--- src/rtl/l3_slave_router.sv ---
// Transaction-locked router between the L3 command interface and N_SLV crypto engines.
// Latches the slave index per transaction and returns a one-cycle error for bad selects or stalls.
module l3_slave_router #(
  parameter int             N_SLV   = 5,
  parameter int             SW      = 4,
  parameter int             DW      = 32,
  parameter int             RW      = 8,
  parameter int             TIMEOUT = 255,
  parameter logic [RW-1:0]  ERR_SEL = 8'hFF,
  parameter logic [RW-1:0]  ERR_TO  = 8'hFE
) (
  input  logic                clk,
  input  logic                rst,
  input  logic                l3_req,
  input  logic [SW-1:0]       l3_sel,
  output logic [DW-1:0]       l3_rd,
  output logic                l3_rd_vld,
  output logic                l3_wd_rdy,
  output logic [RW-1:0]       resp,
  output logic                resp_vld,
  output logic                busy,
  output logic                err_pulse,
  output logic [N_SLV-1:0]    slv_sel,
  input  logic [N_SLV*DW-1:0] slv_rd,
  input  logic [N_SLV-1:0]    slv_rd_vld,
  input  logic [N_SLV-1:0]    slv_wd_rdy,
  input  logic [N_SLV*RW-1:0] slv_resp,
  input  logic [N_SLV-1:0]    slv_resp_vld
);

  localparam logic [1:0] S_IDLE   = 2'd0;
  localparam logic [1:0] S_ACTIVE = 2'd1;
  localparam logic [1:0] S_ERR    = 2'd2;

  localparam int IW = (N_SLV > 1) ? $clog2(N_SLV) : 1;
  localparam int TW = (TIMEOUT > 0) ? $clog2(TIMEOUT + 1) : 1;

  localparam logic [TW-1:0] TO_LAST = (TIMEOUT > 0) ? TW'(TIMEOUT - 1) : '0;
  localparam logic [SW-1:0] SEL_MAX = SW'(N_SLV);

  logic [1:0]    state;
  logic [IW-1:0] idx;
  logic [TW-1:0] timer;
  logic [RW-1:0] code;

  logic sel_ok;
  logic act;

  assign sel_ok = (l3_sel != '0) && (l3_sel <= SEL_MAX);
  assign act    = slv_rd_vld[idx] | slv_wd_rdy[idx] | slv_resp_vld[idx];

  // NOTE: sequential state uses <= so every register samples pre-edge values; = here would create ordering races.
  always_ff @(posedge clk) begin
    if (rst) begin
      state <= S_IDLE;
      idx   <= '0;
      timer <= '0;
      code  <= '0;
    end else begin
      case (state)
        S_IDLE: begin
          if (l3_req) begin
            if (sel_ok) begin
              idx   <= IW'(l3_sel - SW'(1));
              timer <= '0;
              state <= S_ACTIVE;
            end else begin
              code  <= ERR_SEL;
              state <= S_ERR;
            end
          end
        end
        S_ACTIVE: begin
          // Completion beats activity, and activity beats the timeout threshold.
          if (slv_resp_vld[idx]) begin
            state <= S_IDLE;
          end else if (act) begin
            timer <= '0;
          end else if ((TIMEOUT != 0) && (timer == TO_LAST)) begin
            code  <= ERR_TO;
            state <= S_ERR;
          end else if (timer != '1) begin
            timer <= timer + 1'b1;
          end
        end
        S_ERR:   state <= S_IDLE;
        default: state <= S_IDLE;
      endcase
    end
  end

  // NOTE: every output gets a default before the case so no path leaves one unassigned (no latches).
  always_comb begin
    l3_rd     = '0;
    l3_rd_vld = 1'b0;
    l3_wd_rdy = 1'b0;
    resp      = '0;
    resp_vld  = 1'b0;
    err_pulse = 1'b0;
    slv_sel   = '0;
    busy      = (state != S_IDLE);
    case (state)
      S_ACTIVE: begin
        slv_sel   = N_SLV'(1) << idx;
        l3_rd     = slv_rd[idx*DW +: DW];
        l3_rd_vld = slv_rd_vld[idx];
        l3_wd_rdy = slv_wd_rdy[idx];
        resp      = slv_resp[idx*RW +: RW];
        resp_vld  = slv_resp_vld[idx];
      end
      S_ERR: begin
        resp      = code;
        resp_vld  = 1'b1;
        err_pulse = 1'b1;
      end
      default: ;
    endcase
  end

endmodule

--- config.mk ---
export PLATFORM = sky130hd
export DESIGN_NAME = l3_slave_router
export DESIGN_NICKNAME = d
export VERILOG_FILES = /design/src/rtl/l3_slave_router.sv
export SDC_FILE = /design/constraint.sdc
export NUM_CORES = 1
export LEC_CHECK = 0
export CAP_MARGIN = 20
export CORE_MARGIN = 5
export CORE_UTILIZATION = 27
export CTS_BUF_LIST = sky130_fd_sc_hd__clkbuf_8
export DETAILED_ROUTE_END_ITERATION = 16
export GPL_TIMING_DRIVEN = 0
export HOLD_SLACK_MARGIN = 0.02
export PLACE_DENSITY = 0.85
export SYNTH_ARGS = -nofsm -noshare
export SYNTH_HDL_FRONTEND = slang
export SYNTH_SLANG_ARGS = --single-unit
export TNS_END_PERCENT = 10
--- constraint.sdc ---
create_clock -name clk -period 2.6 [get_ports clk]
set_input_delay 0.52 -clock clk [delete_from_list [all_inputs] [get_ports clk]]
set_output_delay 0.52 -clock clk [all_outputs]
set_load 0.05 [all_outputs]
==> out/metrics.csv <==
stage,metric,value,unit
die,row count,36,
critical_path,CP max FO,1,
finish,Area growth syn-to-layout,122,%
status,status,finished with violations,
pwr,clock power share,13.4,%
pwr,peak supply drop,0.239,mV
logic_synthesis,cells after synthesis,267,
sta,Final Cycle Share,101,%
critical_path,CP arrival,2.10,ns
cts,CTS tree,done,
logic_synthesis,"count leader, synth",mux4_2,
sta,Hold Slack,0.504,ns
logic_synthesis,Post-synth top flop,dfxtp_1,
sta,Max-slew headroom,57.5,%
sta,post-layout min period,2.62,ns
critical_path,R2R Setup Slk,0.23,ns
global_route,GRT overflow,0,
pwr,Reg power frac,17.2,%
pwr,Lkg Pwr,2.18,nW
drt,vias per inst,5.37,
logic_synthesis,#FFs+latches synth,15,
min_path,hold endpoint,code[6]$_SDFFE_PP0P_,
logic_synthesis,"EDFF count, synth",0,
cts,Clock Latency Late Sink,0.26,ns
die,Initial Utilization,27.4,%
logic_synthesis,Synth top cells by count,"mux4_2, a22o_1, nor2_1, dfxtp_1, clkbuf_1",
logic_synthesis,Synth area leaders,"mux4_2, dfxtp_1, a22o_1, ha_1, nor2_1",
critical_path,reg2reg start,idx[1]$_SDFFE_PP0P_,
logic_synthesis,share of the synthesized area in the top cell type,34.0,%
logic_synthesis,Synth area leader,mux4_2,
global_route,first-pass GRT wire length,21.3,mm
sta,Final Max Tran Viols,0,
place,Buffers on Ports,271,
finish,share of cells above drive strength 1,28.2,%
cts,Max clock buf depth,2,
critical_path,crit path capture type,output port,
cts,total CTS buffers,3,
logic_synthesis,post-synthesis sequential area ratio,11.3,%
sta,clock skew,0.00964,ns
critical_path,crit path launch type,primary input,
pwr,sw frac,35.3,%
pwr,Cell Pwr Density,248,nW/um^2
cts,Clock Tree Root,clkbuf_8,
logic_synthesis,Synth Warn #,0,
min_path,Min-Delay Path Depth,2,
drt,DRT Wirelength,15.4,mm
die,core box area,9680,um^2
min_path,hold path start,code[6]$_SDFFE_PP0P_,
finish,"Design Area, Final",5880,um^2
global_route,largest net degree at the start of global routing,11,
logic_synthesis,synth unique cells,51,
run,# Max-Cap Violations,0,
cts,Sink Count,15,
status,violated checks,setup timing,
sta,Slew @ Worst Pin,0.631,ns
pwr,share of power burned in combinational logic,69.4,%
die,Die Width,109,um
logic_synthesis,Mean Syn Cell Area,9.93,um^2
cts,cts hold-fix bufs,0,
pwr,internal power,0.945,mW
place,placed wire-length estimate,13.3,mm
critical_path,Crit Reg-Reg Endpoint,timer[3]$_SDFFE_PP0P_,
min_path,Tightest Hold Check Type,flip-flop to flip-flop,
finish,ant diodes,0,
global_route,gr usage total,23.7,%
drt,Routed wire per std cell,22.6,um
sta,count of final hold-check violations,0,
pwr,P_sw,0.515,mW
logic_synthesis,synthesized area,2650,um^2
sta,final worst slack,-0.0202,ns
critical_path,cell count of the worst reg-to-reg path,6,
cts,Worst-path clk slew,0.07,ns
drt,DRT iter0 DRCs,187,
critical_path,WP data required,2.08,ns
die,die area,11900,um^2
drt,Routed Antenna Nets,0,
global_route,vias in the first global route,3692,
global_route,initial antenna violation count,0,
finish,utilization after layout,60.7,%
drt,DR vias,3662,
place,GPL Wtd Cong,0.955,
logic_synthesis,syn_nets,496,
finish,nets@finish,779,
critical_path,Crit Path Class,primary input to output port,
drt,DRC viols,0,
logic_synthesis,Post-synth ARST share,0,%
sta,# setup viols final,1,
place,Post-DP Area,5550,um^2
sta,fmax,0.382,GHz
drt,drt pass-1 iters,5,
cts,H-tree Lvls,1,
die,Die H,109,um
sta,RSZ-0062 raised after global routing,yes,
die,io pins,272,
[power groups by stage]
stage / registers (mW) / clock network, mW / logic, mW
floorplan: 0.253 / 0 / 0.458
global placement: 0.255 / 0 / 0.923
detailed placement: 0.256 / 0 / 0.943
CTS: 0.252 / 0.202 / 0.975
global route: 0.252 / 0.214 / 1.07
finish: 0.252 / 0.196 / 1.01
[worst max path at each step]
stage          endpoint  slack (ns)             startpoint  depth (start not counted)
2_1_floorplan   resp[4]       -0.16  state[1]$_SDFFE_PP0P_                          8
3_5_place_dp   l3_rd[8]       -1.35  state[1]$_SDFFE_PP0P_                          9
6_report        resp[1]       -0.02           slv_resp[17]                          5
5_1_grt         resp[1]       -0.07           slv_resp[17]                          5
3_3_place_gp   l3_rd[8]       -1.32  state[1]$_SDFFE_PP0P_                          9
4_1_cts         resp[5]       -0.09           slv_resp[13]                          5
[cell type report]
cell class                      count  area (um^2)
Clock buffer                        3         41.3
Fill cell                         826         3810
Tap cell                          133          166
Sequential cell                    15          304
Inverter                           10         37.5
Buffer                             24          283
Clock inverter                      1         5.00
Timing Repair Buffer              280         2720
Multi-Input combinational cell    216         2330
[metal layers]
metal | vias to the layer above | global-route usage [%] | wire length, um | share of wire, %
met5 | - | 0 | 0 | 0
met3 | 14 | 6.99 | 1570 | 10
met1 | 1770 | 28.9 | 5720 | 37
met2 | 203 | 42.0 | 7920 | 51
met4 | 0 | 3.70 | 225 | 1.5
li1 | 1675 | - | - | -
[layout by cell type, fill, tap and decap left out, drive strengths merged, types with 2 or more instances in the layout]
| cell type | Yosys | final |
|---|---|---|
| a221oi | 8 | 8 |
| or3 | 2 | 2 |
| o21ai | 3 | 3 |
| clkdlybuf4s50 | 0 | 221 |
| a31oi | 6 | 6 |
| a211o | 3 | 3 |
| and2 | 5 | 5 |
| nor2 | 19 | 19 |
| dfxtp | 15 | 15 |
| nor3 | 5 | 5 |
| nor3b | 2 | 2 |
| nor2b | 10 | 10 |
| mux4 | 40 | 40 |
| nand3b | 3 | 3 |
| a211oi | 5 | 5 |
| nand3 | 7 | 7 |
| inv | 10 | 10 |
| and3 | 3 | 3 |
| o22ai | 4 | 4 |
| mux2i | 6 | 6 |
| clkbuf | 14 | 17 |
| a222oi | 3 | 3 |
| ha | 7 | 7 |
| or2 | 3 | 3 |
| mux2 | 2 | 2 |
| o31ai | 2 | 2 |
| nand2b | 7 | 7 |
| or4b | 2 | 2 |
| clkdlybuf4s15 | 0 | 2 |
| buf | 12 | 62 |
| a311oi | 2 | 2 |
| o311ai | 2 | 2 |
| nand2 | 7 | 7 |
| dlymetal6s2s | 0 | 3 |
| a22o | 32 | 32 |
| dlygate4sd2 | 0 | 2 |
| a21oi | 8 | 8 |
[repair_timing]
item                       in CTS  in global routing
buffers inserted                4                  4
setup endpoints to repair      56                 54
pin swaps                       2                  5
gates resized for setup       294                 55
gates cloned                    0                  1
[critical path, stage by stage]
cell	delay (ns)
clkdlybuf4s50_1	0.45
mux4_2	0.49
a221oi_2	0.35
nor2b_2	0.07
buf_2	0.22
[metrics by stage]
| step | setup slack [ns] | instances | total power [mW] | setup TNS [ns] |
|---|---|---|---|---|
| floorplan | -0.164 | 267 | 0.710 | -2.99 |
| global placement | -1.32 | 671 | 1.18 | -53.55 |
| detailed placement | -1.35 | 671 | 1.20 | -54.59 |
| CTS | -0.0913 | 678 | 1.43 | -0.380 |
| global route | -0.0722 | 682 | 1.54 | -0.459 |
| finish | -0.0202 | 682 | 1.46 | -0.0202 |
[flip-flops by register name (all words and copies together) (netlist names)]
name and flops:
code 2, idx 3, timer 8, state 2
[logic make-up (layout without fill, tap and decap cells)]
family | count (synthesis) | after routing | share of synthesized area [%]
multiplexers | 48 | 48 | 37.3
flip-flops | 15 | 15 | 11.3
AND/OR/NAND/NOR | 79 | 79 | 16.6
buffers and inverters | 36 | 318 | 6.18
adder cells (fa/ha/maj) | 7 | 7 | 3.30
AO/OA/AOI/OAI | 81 | 81 | 25.0
XOR/XNOR | 1 | 1 | 0.331
Power figures use the tool's default switching activity.
